`src/rtl/button_conditioner.sv`:
```
// button_conditioner: synchronizes and debounces one raw button, emitting press/release/auto-repeat pulses.
module button_conditioner #(
  parameter int DEBOUNCE_CYCLES = 100_000,
  parameter int REPEAT_DELAY    = 50_000_000,
  parameter int REPEAT_PERIOD   = 10_000_000,
  parameter bit ACTIVE_LOW      = 1'b0
) (
  input  logic clk,
  input  logic reset,
  input  logic btn_raw,
  output logic level,
  output logic press,
  output logic release_pulse,
  output logic repeat_pulse,
  output logic event_pulse
);
  localparam int RMAX = REPEAT_DELAY > REPEAT_PERIOD ? REPEAT_DELAY : REPEAT_PERIOD;
  localparam int DW = $clog2(DEBOUNCE_CYCLES + 1);
  localparam int RW = $clog2(RMAX + 1);
  localparam logic [DW-1:0] D_LAST  = DW'(DEBOUNCE_CYCLES - 1);
  localparam logic [RW-1:0] RD_LAST = RW'(REPEAT_DELAY == 0 ? 0 : REPEAT_DELAY - 1);
  localparam logic [RW-1:0] RP_LAST = RW'(REPEAT_PERIOD - 1);
  typedef enum logic [1:0] {IDLE, PRESS_WAIT, HELD, RELEASE_WAIT} state_t;
  state_t state, state_n;
  logic sync1, sync2, btn;
  logic [DW-1:0] cnt, cnt_n;
  logic [RW-1:0] rpt_cnt, rpt_n;
  logic first, first_n, press_n, release_n, repeat_n, level_n;
  assign btn = sync2 ^ ACTIVE_LOW;
  assign event_pulse = press | repeat_pulse;
  always_ff @(posedge clk or posedge reset)
    if (reset) {sync1, sync2} <= {2{ACTIVE_LOW}};
    else {sync1, sync2} <= {btn_raw, sync1};
  always_ff @(posedge clk or posedge reset)
    if (reset) begin
      state         <= IDLE;
      cnt           <= '0;
      rpt_cnt       <= '0;
      first         <= 1'b0;
      level         <= 1'b0;
      press         <= 1'b0;
      release_pulse <= 1'b0;
      repeat_pulse  <= 1'b0;
    end else begin
      state         <= state_n;
      cnt           <= cnt_n;
      rpt_cnt       <= rpt_n;
      first         <= first_n;
      level         <= level_n;
      press         <= press_n;
      release_pulse <= release_n;
      repeat_pulse  <= repeat_n;
    end
  always_comb begin
    state_n   = state;
    cnt_n     = cnt;
    rpt_n     = rpt_cnt;
    first_n   = first;
    press_n   = 1'b0;
    release_n = 1'b0;
    repeat_n  = 1'b0;
    case (state)
      IDLE:
        if (btn) begin
          state_n = PRESS_WAIT;
          cnt_n   = '0;
        end
      PRESS_WAIT:
        if (!btn) state_n = IDLE;
        else if (cnt == D_LAST) begin
          state_n = HELD;
          press_n = 1'b1;
          rpt_n   = '0;
          first_n = 1'b1;
        end else cnt_n = cnt + DW'(1);
      HELD:
        if (!btn) begin
          state_n = RELEASE_WAIT;
          cnt_n   = '0;
        end else if (REPEAT_DELAY != 0) begin
          if (rpt_cnt == (first ? RD_LAST : RP_LAST)) begin
            repeat_n = 1'b1;
            rpt_n    = '0;
            first_n  = 1'b0;
          end else rpt_n = rpt_cnt + RW'(1);
        end
      RELEASE_WAIT:
        if (btn) state_n = HELD;
        else if (cnt == D_LAST) begin
          state_n   = IDLE;
          release_n = 1'b1;
        end else cnt_n = cnt + DW'(1);
      default: state_n = IDLE;
    endcase
    level_n = (state_n == HELD) || (state_n == RELEASE_WAIT);
  end
endmodule
```
`config.mk`:
```
export PLATFORM = sky130hd
export DESIGN_NAME = button_conditioner
export DESIGN_NICKNAME = d
export VERILOG_FILES = /design/src/rtl/button_conditioner.sv
export SDC_FILE = /design/constraint.sdc
export NUM_CORES = 1
export LEC_CHECK = 0
export CAP_MARGIN = 20
export CORE_AREA = 4 4 112 82
export CTS_CLUSTER_DIAMETER = 200
export DETAILED_ROUTE_END_ITERATION = 16
export DIE_AREA = 0 0 116 86
export GPL_TIMING_DRIVEN = 0
export PLACE_DENSITY_LB_ADDON = 0.08
export SLEW_MARGIN = 20
export SYNTH_ARGS = -nofsm -noshare
export SYNTH_HDL_FRONTEND = slang
export SYNTH_SLANG_ARGS = --single-unit
```
`constraint.sdc`:
```
create_clock -name clk -period 2.9 [get_ports clk]
set_input_delay 0.87 -clock clk [delete_from_list [all_inputs] [get_ports clk]]
set_output_delay 0.87 -clock clk [all_outputs]
set_load 0.005 [all_outputs]
```
==> run_results.csv, run 1 <==
group,metric,value,unit
finish,max_flop_register,"rpt_cnt",
setup_path,cp.arrival,2.84,ns
clocking,h-tree-depth,2,
setup_path,worst_setup_path_start_kind,"flip-flop",
setup_path,critPathLaunch,"rpt_cnt[7]$_DFFE_PP0P_",
yosys,syn_area,0.00269,mm2
die,initial_core_util,32.8,%
clocking,cts.path.max_buffers,2,
die,coreArea,0.00820,mm2
sta,finClkSkew,0.00880,ns
finish,drive_gt1_share,10.9,%
drt,drc,0,
yosys,syn-num-nets,291,
setup_path,slowest_stage,"or4bb_1",
yosys,synth_edf_count,0,
sta,tightest_slew,0.719,ns
pwr,p_leak,1.17,nW
finish,nNetsFinal,308,
clocking,clock_latency,0.30,ns
drt,first_pass_iters,4,
setup_path,r2r_start,"rpt_cnt[7]$_DFFE_PP0P_",
placed_design,io_buffers,7,
sta,slew_viol_final,0,
yosys,synth-seq-cells,51,
sta,setup_viol,0,
die,die_area,0.00998,mm2
finish,syn_to_final_growth,14.5,%
yosys,syn_inst,286,
clocking,clkTransAtPathRegs,0.07,ns
drt,drtAntennaViolNets,0,
finish,final_common_cell,"dfrtp_1",
finish,antenna_cells,0,
placed_design,place.gp.congestion,0.745,
drt,drt-total-wl,6320,um
pwr,ir_worst_vdd,233,uV
clocking,root_buffer,"clkbuf_16",
yosys,ys.flop_type,"dfrtp_1",
sta,worst_slack,0.232,ns
grt,gr-total-overflow,0,
die,ios,8,
finish,largest_reg_flops,26,
die,die_height,86,um
clocking,numCtsBuffers,5,
grt,grt_max_degree,52,
setup_path,worstSetupPathType,"reg2reg",
setup_path,slowest_delay,0.50,ns
sta,fin_tns_setup,0,ns
worst_hold_path,hp-class,"reg2reg",
sta,hold_viol_final,0,
clocking,cts_hold_buf,0,
yosys,yosys.cell_types.count,48,
placed_design,dp_hpwl,4280,um
placed_design,place_area,0.00289,mm2
yosys,synth_area_per_cell,9.39,um2
grt,grt_antenna_before_repair,0,
worst_hold_path,worstHoldStart,"sync1$_DFF_PP0_",
die,rows,28,
clocking,cts_tree,"built",
drt,drt_iter0_drc,111,
finish,top_regs,"rpt_cnt: 26 flops, cnt: 17 flops",
drt,dr_total_vias,2146,
finish,final_cell_mix,"dfrtp_1 (51), nand2_1 (22), nor2_1 (21), a21oi_1 (21), o21ai_0 (18)",
yosys,yosysSeqAreaShare,47.5,%
setup_path,crit_chain,"or4bb_1 -> nor4_1 -> o2111ai_2 -> a21oi_4 -> buf_2 -> a21oi_1",
clocking,cts.sinks,51,
setup_path,worstPathRequired,3.07,ns
die,die_w,116,um
grt,track_usage,13.7,%
pwr,p_total,1.37,mW
drt,wire_per_inst,15.5,um
grt,grt_pass1_wl,10500,um
sta,maxSlewHeadroom,51.7,%
status,status,"complete, no violations",
drt,vias_per_cell,5.25,
sta,post-route-period-util,92.0,%
setup_path,critPathMaxFanout,10,
sta,finalCriticalPeriod,2.67,ns
grt,first_global_vias,1997,
sta,max_freq,375,MHz
sta,rsz0062_at_grt,"false",
placed_design,post-place-ws,-0.0336,ns
pwr,pwr_density_cell,445,mW/mm2
finish,design_area,0.00308,mm2
yosys,yosysWarnings,0,
setup_path,crit_path_end_kind,"flip-flop",
run,cap_violations,0,
yosys,synth-async-reset-ratio,100,%
-- area by class of cell --
cell class                 count  area (um2)
buffer                        10        41.3
clock buffer                   5         125
clock inverter                 3        20.0
fill                         846        5120
inverter                      17        66.3
multi-input combinational    208        1320
sequential                    51        1280
tap                          105         131
timing repair buffer          10        92.6
-- final timing paths --
kind	to	slack, ns	depth (start not counted)
max	rpt_cnt[14]$_DFFE_PP0P_	0.23	6
min	btn$_DFF_PP0_	0.35	0
max reg2reg	rpt_cnt[14]$_DFFE_PP0P_	0.23	6
min reg2reg	btn$_DFF_PP0_	0.35	0
max in group asynchronous	release_pulse$_DFF_PP0_	1.43	2
min in group asynchronous	rpt_cnt[12]$_DFFE_PP0P_	1.02	2
-- metal layers --
| metal | GRT usage [%] | vias up | routed length, um |
|---|---|---|---|
| met4 | 5.48 | 0 | 109 |
| met2 | 18.6 | 21 | 2530 |
| met3 | 3.53 | 8 | 204 |
| met1 | 20.4 | 1029 | 3480 |
| met5 | 0 | - | 0 |
| li1 | - | 1088 | - |
-- stage by stage --
step           cells  hold WS [ns]  utilization [%]
2_1_floorplan    286         0.331                -
3_3_place_gp     398         0.333             35.2
3_5_place_dp     398         0.335             35.3
4_1_cts          406         0.352             37.1
5_1_grt          409         0.366             37.5
6_report         409         0.351             37.5
-- synthesized netlist by cell type, types with 5 or more instances --
master    number  area share, %
nand2_1       22            3.1
a21oi_1       21            3.9
xnor2_1       12            3.9
clkbuf_1       6           0.84
o31ai_1        9            2.5
nor2_1        21            2.9
inv_1         17            2.4
or4_1          9            2.5
nor4_1         5            1.2
nand4_1        5            1.2
nand3_1       15            2.8
or3_1         15            3.5
o21ai_0       18            3.4
dfrtp_1       51             48
-- worst max-delay path, delay by kind of cell (launching register included) --
kind            cells  cell delay [ns]
flops               1             0.43
compound gates      3             0.92
simple gates        2             0.86
buf+inv             1             0.32
-- where the power goes --
group	switching, mW	internal [mW]
clock	0.276	0.319
combinational	0.0308	0.0144
sequential	0.0105	0.720
-- kinds of logic after synthesis --
group	share of synthesized area, %
buffers and inverters	3.91
adders and majority gates	0.931
and+or+nand+nor	26.2
xor gates and xnor gates	4.24
AOI/OAI and AO/OA	16.9
DFF	47.5
muxes	0.373
-- timing repair --
action	4_1_cts	5_1_grt
setup buffers	0	3
setup endpoints to repair	10	17
hold endpoints to repair	0	0
pin swaps	0	1
gates cloned	0	0
gates resized for setup	1	2
No activity file was read; power rests on OpenSTA's default activity.
==> run 2: changes to the inputs <==
- ABC_AREA: not set -> 0
- GPL_TIMING_DRIVEN: 0 -> not set
- RECOVER_POWER: not set -> 25
==> run_results.csv, run 2 (synthesis results as in run 1) <==
group,metric,value,unit
worst_hold_path,hp-class,"reg2reg",
drt,drt-total-wl,6020,um
die,coreArea,0.00820,mm2
sta,slew_viol_final,0,
clocking,cts_hold_buf,0,
clocking,cts_setup_buffers,0,
pwr,power_frac_clock,43.3,%
finish,final-instance-count-excl-fill,403,
finish,final_common_cell,"dfrtp_1",
finish,drive_gt1_share,10.4,%
die,die_height,86,um
finish,top_regs,"rpt_cnt: 26 flops, cnt: 17 flops",
setup_path,slowest_delay,0.60,ns
clocking,cts.path.max_buffers,2,
die,die_area,0.00998,mm2
setup_path,crit_chain,"or4b_4 -> nor4_4 -> buf_4 -> o211ai_2 -> or4_1 -> a21oi_1",
clocking,numCtsBuffers,5,
setup_path,crit_path_end_kind,"flip-flop",
clocking,h-tree-depth,2,
clocking,cts.sinks,51,
grt,first_global_vias,2066,
sta,maxSlewHeadroom,46.0,%
die,ios,8,
sta,rsz0062_at_grt,"false",
placed_design,place.gp.congestion,0.749,
drt,drtAntennaViolNets,0,
clocking,cts_resized,0,
grt,gr-total-overflow,0,
die,rows,28,
pwr,intPower,1.06,mW
drt,dr_total_vias,2108,
pwr,power.switching,319,uW
setup_path,critPathMaxFanout,20,
setup_path,crit_family,"simple AND/OR/NAND/NOR gates",
grt,track_usage,13.6,%
setup_path,slowest_stage,"or4_1",
drt,drc,0,
sta,setup_viol,0,
pwr,p_comb_share,3.4,%
drt,wire_per_inst,14.9,um
sta,finalCriticalPeriod,2.62,ns
drt,drt_iter0_drc,155,
clocking,root_buffer,"clkbuf_16",
drt,vias_per_cell,5.23,
pwr,pwr_density_cell,449,mW/mm2
finish,max_flop_register,"rpt_cnt",
sta,hold_viol_final,0,
setup_path,worstPathRequired,3.12,ns
placed_design,dp_cells,395,
finish,syn_to_final_growth,13.8,%
clocking,clock_latency,0.29,ns
sta,finClkSkew,0.00600,ns
pwr,power_frac_seq,53.3,%
drt,first_pass_iters,4,
placed_design,io_buffers,7,
sta,tightest_slew,0.810,ns
finish,nNetsFinal,302,
setup_path,path_buf_inv,1,
grt,grt_pass1_wl,10800,um
sta,fin_tns_setup,0,ns
grt,grt_max_degree,34,
finish,final_cell_mix,"dfrtp_1 (51), nand2_1 (22), nor2_1 (21), a21oi_1 (21), o21ai_0 (18)",
die,initial_core_util,32.8,%
finish,antenna_cells,0,
status,status,"complete, no violations",
run,cap_violations,0,
sta,post-route-period-util,90.5,%
setup_path,worstSetupPathType,"reg2reg",
clocking,clkTransAtPathRegs,0.07,ns
clocking,cts_tree,"built",
setup_path,cp.arrival,2.84,ns
sta,max_freq,381,MHz
placed_design,dp_hpwl,4160,um
pwr,p_leak,1.17,nW
grt,grt_antenna_before_repair,0,
die,die_w,116,um
finish,largest_reg_flops,26,
setup_path,worst_setup_path_start_kind,"flip-flop",
pwr,ir_worst_vdd,194,uV
pwr,switching_share,23.2,%
[run 2: changes by cell type in the layout (fill, tap and decap cells not counted), moves of 2 or more]
cell / delta
buf_2: -3
buf_4: +3
clkbuf_1: -6
clkdlybuf4s50_1: -2
dlygate4sd3_1: +2
[run 2: worst reg2reg max path, cell delays in order, from the launching register on]
cell	delay [ns]
dfrtp_1	0.43
or4b_4	0.56
nor4_4	0.26
buf_4	0.22
o211ai_2	0.31
or4_1	0.61
a21oi_1	0.16
[run 2: cell type report]
type	count	area, um2
flip-flops and latches	51	1280
clock buffers	5	125
fillers	850	5140
inverters	17	63.8
multi-input cells	208	1310
well taps	105	131
repair buffers	14	135
clock inverters	3	20.0
[run 2: routing by layer]
layer	track usage [%]	vias up	wire length, um
met5	0	-	0
met4	3.69	0	61
met1	20.9	1009	3240
met3	3.10	6	197
met2	18.9	28	2520
li1	-	1065	-
[run 2: path summary, 6_finish.rpt]
path	startpoint	end	slack, ns	cells after the start
max reg2reg	cnt[12]$_DFFE_PP0P_	rpt_cnt[17]$_DFFE_PP0P_	0.28	6
min	sync1$_DFF_PP0_	btn$_DFF_PP0_	0.35	0
min in group asynchronous	reset	rpt_cnt[12]$_DFFE_PP0P_	1.17	2
min reg2reg	sync1$_DFF_PP0_	btn$_DFF_PP0_	0.35	0
max in group asynchronous	reset	cnt[4]$_DFFE_PP0P_	1.06	3
max	cnt[12]$_DFFE_PP0P_	rpt_cnt[17]$_DFFE_PP0P_	0.28	6
[run 2: power by group through the flow]
stage,registers [mW],clock network [mW],logic (mW)
after global routing,0.733,0.653,0.0556
final,0.732,0.595,0.0465
after detailed placement,0.746,0,0.0492
after floorplan,0.742,0,0.0337
after CTS,0.731,0.618,0.0495
after global placement,0.745,0,0.0501
[run 2: per-stage QoR]
step | util, % | setup slack (ns) | hold WS [ns] | instance area, um2 | power (mW)
6_report | 37.3 | 0.276 | 0.352 | 3060 | 1.37
5_1_grt | 37.3 | 0.0858 | 0.373 | 3060 | 1.44
4_1_cts | 37.3 | 0.244 | 0.355 | 3060 | 1.40
3_5_place_dp | 35.5 | 0.279 | 0.337 | 2910 | 0.795
3_3_place_gp | 35.5 | 0.320 | 0.331 | 2910 | 0.796
2_1_floorplan | - | 0.568 | 0.331 | 2690 | 0.775
==> edit, RTL diff (settings of run 2) <==
Change the parameter `DEBOUNCE_CYCLES` from 100_000 to 50_000.
--- a/src/rtl/button_conditioner.sv
+++ b/src/rtl/button_conditioner.sv
@@ -1,5 +1,5 @@
 // button_conditioner: synchronizes and debounces one raw button, emitting press/release/auto-repeat pulses.
 module button_conditioner #(
-  parameter int DEBOUNCE_CYCLES = 100_000,
+  parameter int DEBOUNCE_CYCLES = 50_000,
   parameter int REPEAT_DELAY    = 50_000_000,
   parameter int REPEAT_PERIOD   = 10_000_000,
Behaviour: same outputs for any inputs over 10 cycles, from zero or initial values and one cycle with reset high; that may be too few to reach the edited logic, so the function may still have changed.
==> edit against run 2 <==
Wire length increased by 13%; power increased by 2.7%; sequential cell count decreased by 1; worst setup slack improved by 0.13 ns; sequential power decreased by 2%; non-clock buffer count unchanged; hold slack improved by 0.0088 ns; final area increased by 1.7%; area after synthesis increased by 2.1%; utilization increased by 0.63 points; final cell count increased by 5.2%.
==> edit: results (changes against run 2) <==
status=complete, no violations; clock group power=0.650 mW (+9.2%); initial antenna violation count=0 (unchanged); top post-synthesis cells by count=dfrtp_1 (50), a21oi_1 (35), o21ai_0 (31); register share of total power=50.8% (-2.5 points); R2R depth=7 (+1); HPWL Detailed=4650 um (+12%); area share of the largest cell type after synthesis=45.6% (-1.9 points); Leak Pwr=1.17 nW (-0.30%); share of async-settable or async-resettable flops after synthesis=100% (unchanged); Tightest Pin Transition=1.28 ns (+0.471 ns); Hold Crit Class=flop to flop; Post-Synth Adder-Cell Area=0.912% (-0.019 points); CTS Buffer Depth=2 (unchanged); Ys Warns=0 (unchanged); area of the die=9980 um^2 (unchanged); Hold Path Depth=0 (unchanged); peak supply drop=0.318 mV (+64%); final WL=6830 um (+13%); net switching power=0.303 mW (-4.9%); Largest regs=rpt_cnt x26, cnt x16; Post-Synth XOR/XNOR Area=1.28% (-3.0 points); later-pin clock latency in the skew report=0.29 ns (about the same); largest net degree at the start of global routing=51 (+50%); Unique masters post-synth=44 (-8.3%); post-synthesis sequential area ratio=45.6% (-1.9 points); most flop-heavy register=rpt_cnt; number of global-route vias before repair=2223 (+7.6%); Filler cells=831 (-2.2%); Post-CTS Setup Inserts=0 (unchanged); syn_nets=316 (+8.6%); placed cell area=2960 um^2 (+1.5%); dominant cells by area after synthesis=dfrtp_1 (46%), a21oi_1 (6.4%), or3_1 (5.7%); DRT iter0 DRCs=184 (+19%); fraction of layout cells with a size suffix above 1=7.21% (-3.2 points); Synth Area in Compound Gates=19.7% (+2.8 points); # diodes=0 (unchanged); Worst Skew=0.00454 ns (-0.00146 ns); CTS buffer count=5 (unchanged); global-route wire length before repair=12000 um (+11%); Worst Path Arrival=2.71 ns (-0.13 ns); Max stage delay on crit path=0.53 ns (-0.07 ns); DR vias=2395 (+14%); GPL Wtd Cong=0.803 (+7.2%); Worst Path Max Fanout=42 (+110%); gr usage total=15.0% (+1.5 points); mux contribution to synthesized area=0% (-0.37 points)
-- edit: worst paths after layout --
check	startpoint	end	slack [ns]
setup / recovery	cnt[0]	rpt_cnt[18]	0.41
hold / removal	sync1	btn	0.36
hold reg to reg	sync1	btn	0.36
min in group asynchronous	reset	sync1	1.44
max in group asynchronous	reset	rpt_cnt[5]	0.68
setup reg to reg	cnt[0]	rpt_cnt[18]	0.41
-- edit: cell type report --
cell class | count | area share [%]
sequential | 50 | 40.3
multi-input combinational | 237 | 45.1
tap | 105 | 4.23
timing repair buffer | 14 | 3.86
inverter | 10 | 1.21
clock buffer | 8 | 5.35
-- edit: worst max-delay path, delay by kind of cell, from the launching register on --
family,cells,cell delay (ns)
AO/OA/AOI/OAI,2,0.58
adder cells (fa/ha/maj),1,0.21
buffers and inverters,1,0.25
flip-flops,1,0.39
AND/OR/NAND/NOR,3,0.96
-- edit: through the flow --
stage	instances	hold WS [ns]	worst slack (ns)	utilization, %	power, mW
finish	424	0.360	0.406	37.9	1.41
floorplan	311	0.331	0.724	-	0.757
global route	424	0.378	0.234	37.9	1.48
detailed placement	416	0.348	0.460	36.1	0.779
CTS	424	0.364	0.443	38.1	1.44
global placement	416	0.332	0.481	36.1	0.780
-- edit: per-layer routing --
| metal | wire length (um) | GRT usage (%) |
|---|---|---|
| met1 | 3880 | 25.4 |
| met2 | 2540 | 18.2 |
| met3 | 354 | 4.23 |
| met4 | 57 | 2.85 |
| met5 | 0 | 0 |
-- edit: kinds of logic (layout without fill, tap and decap cells) --
family          after synthesis  after routing
buf+inv                      24             32
fa+ha+maj                     2              2
compound gates               93             93
simple gates                138            138
xor+xnor                      4              4
flops                        50             50
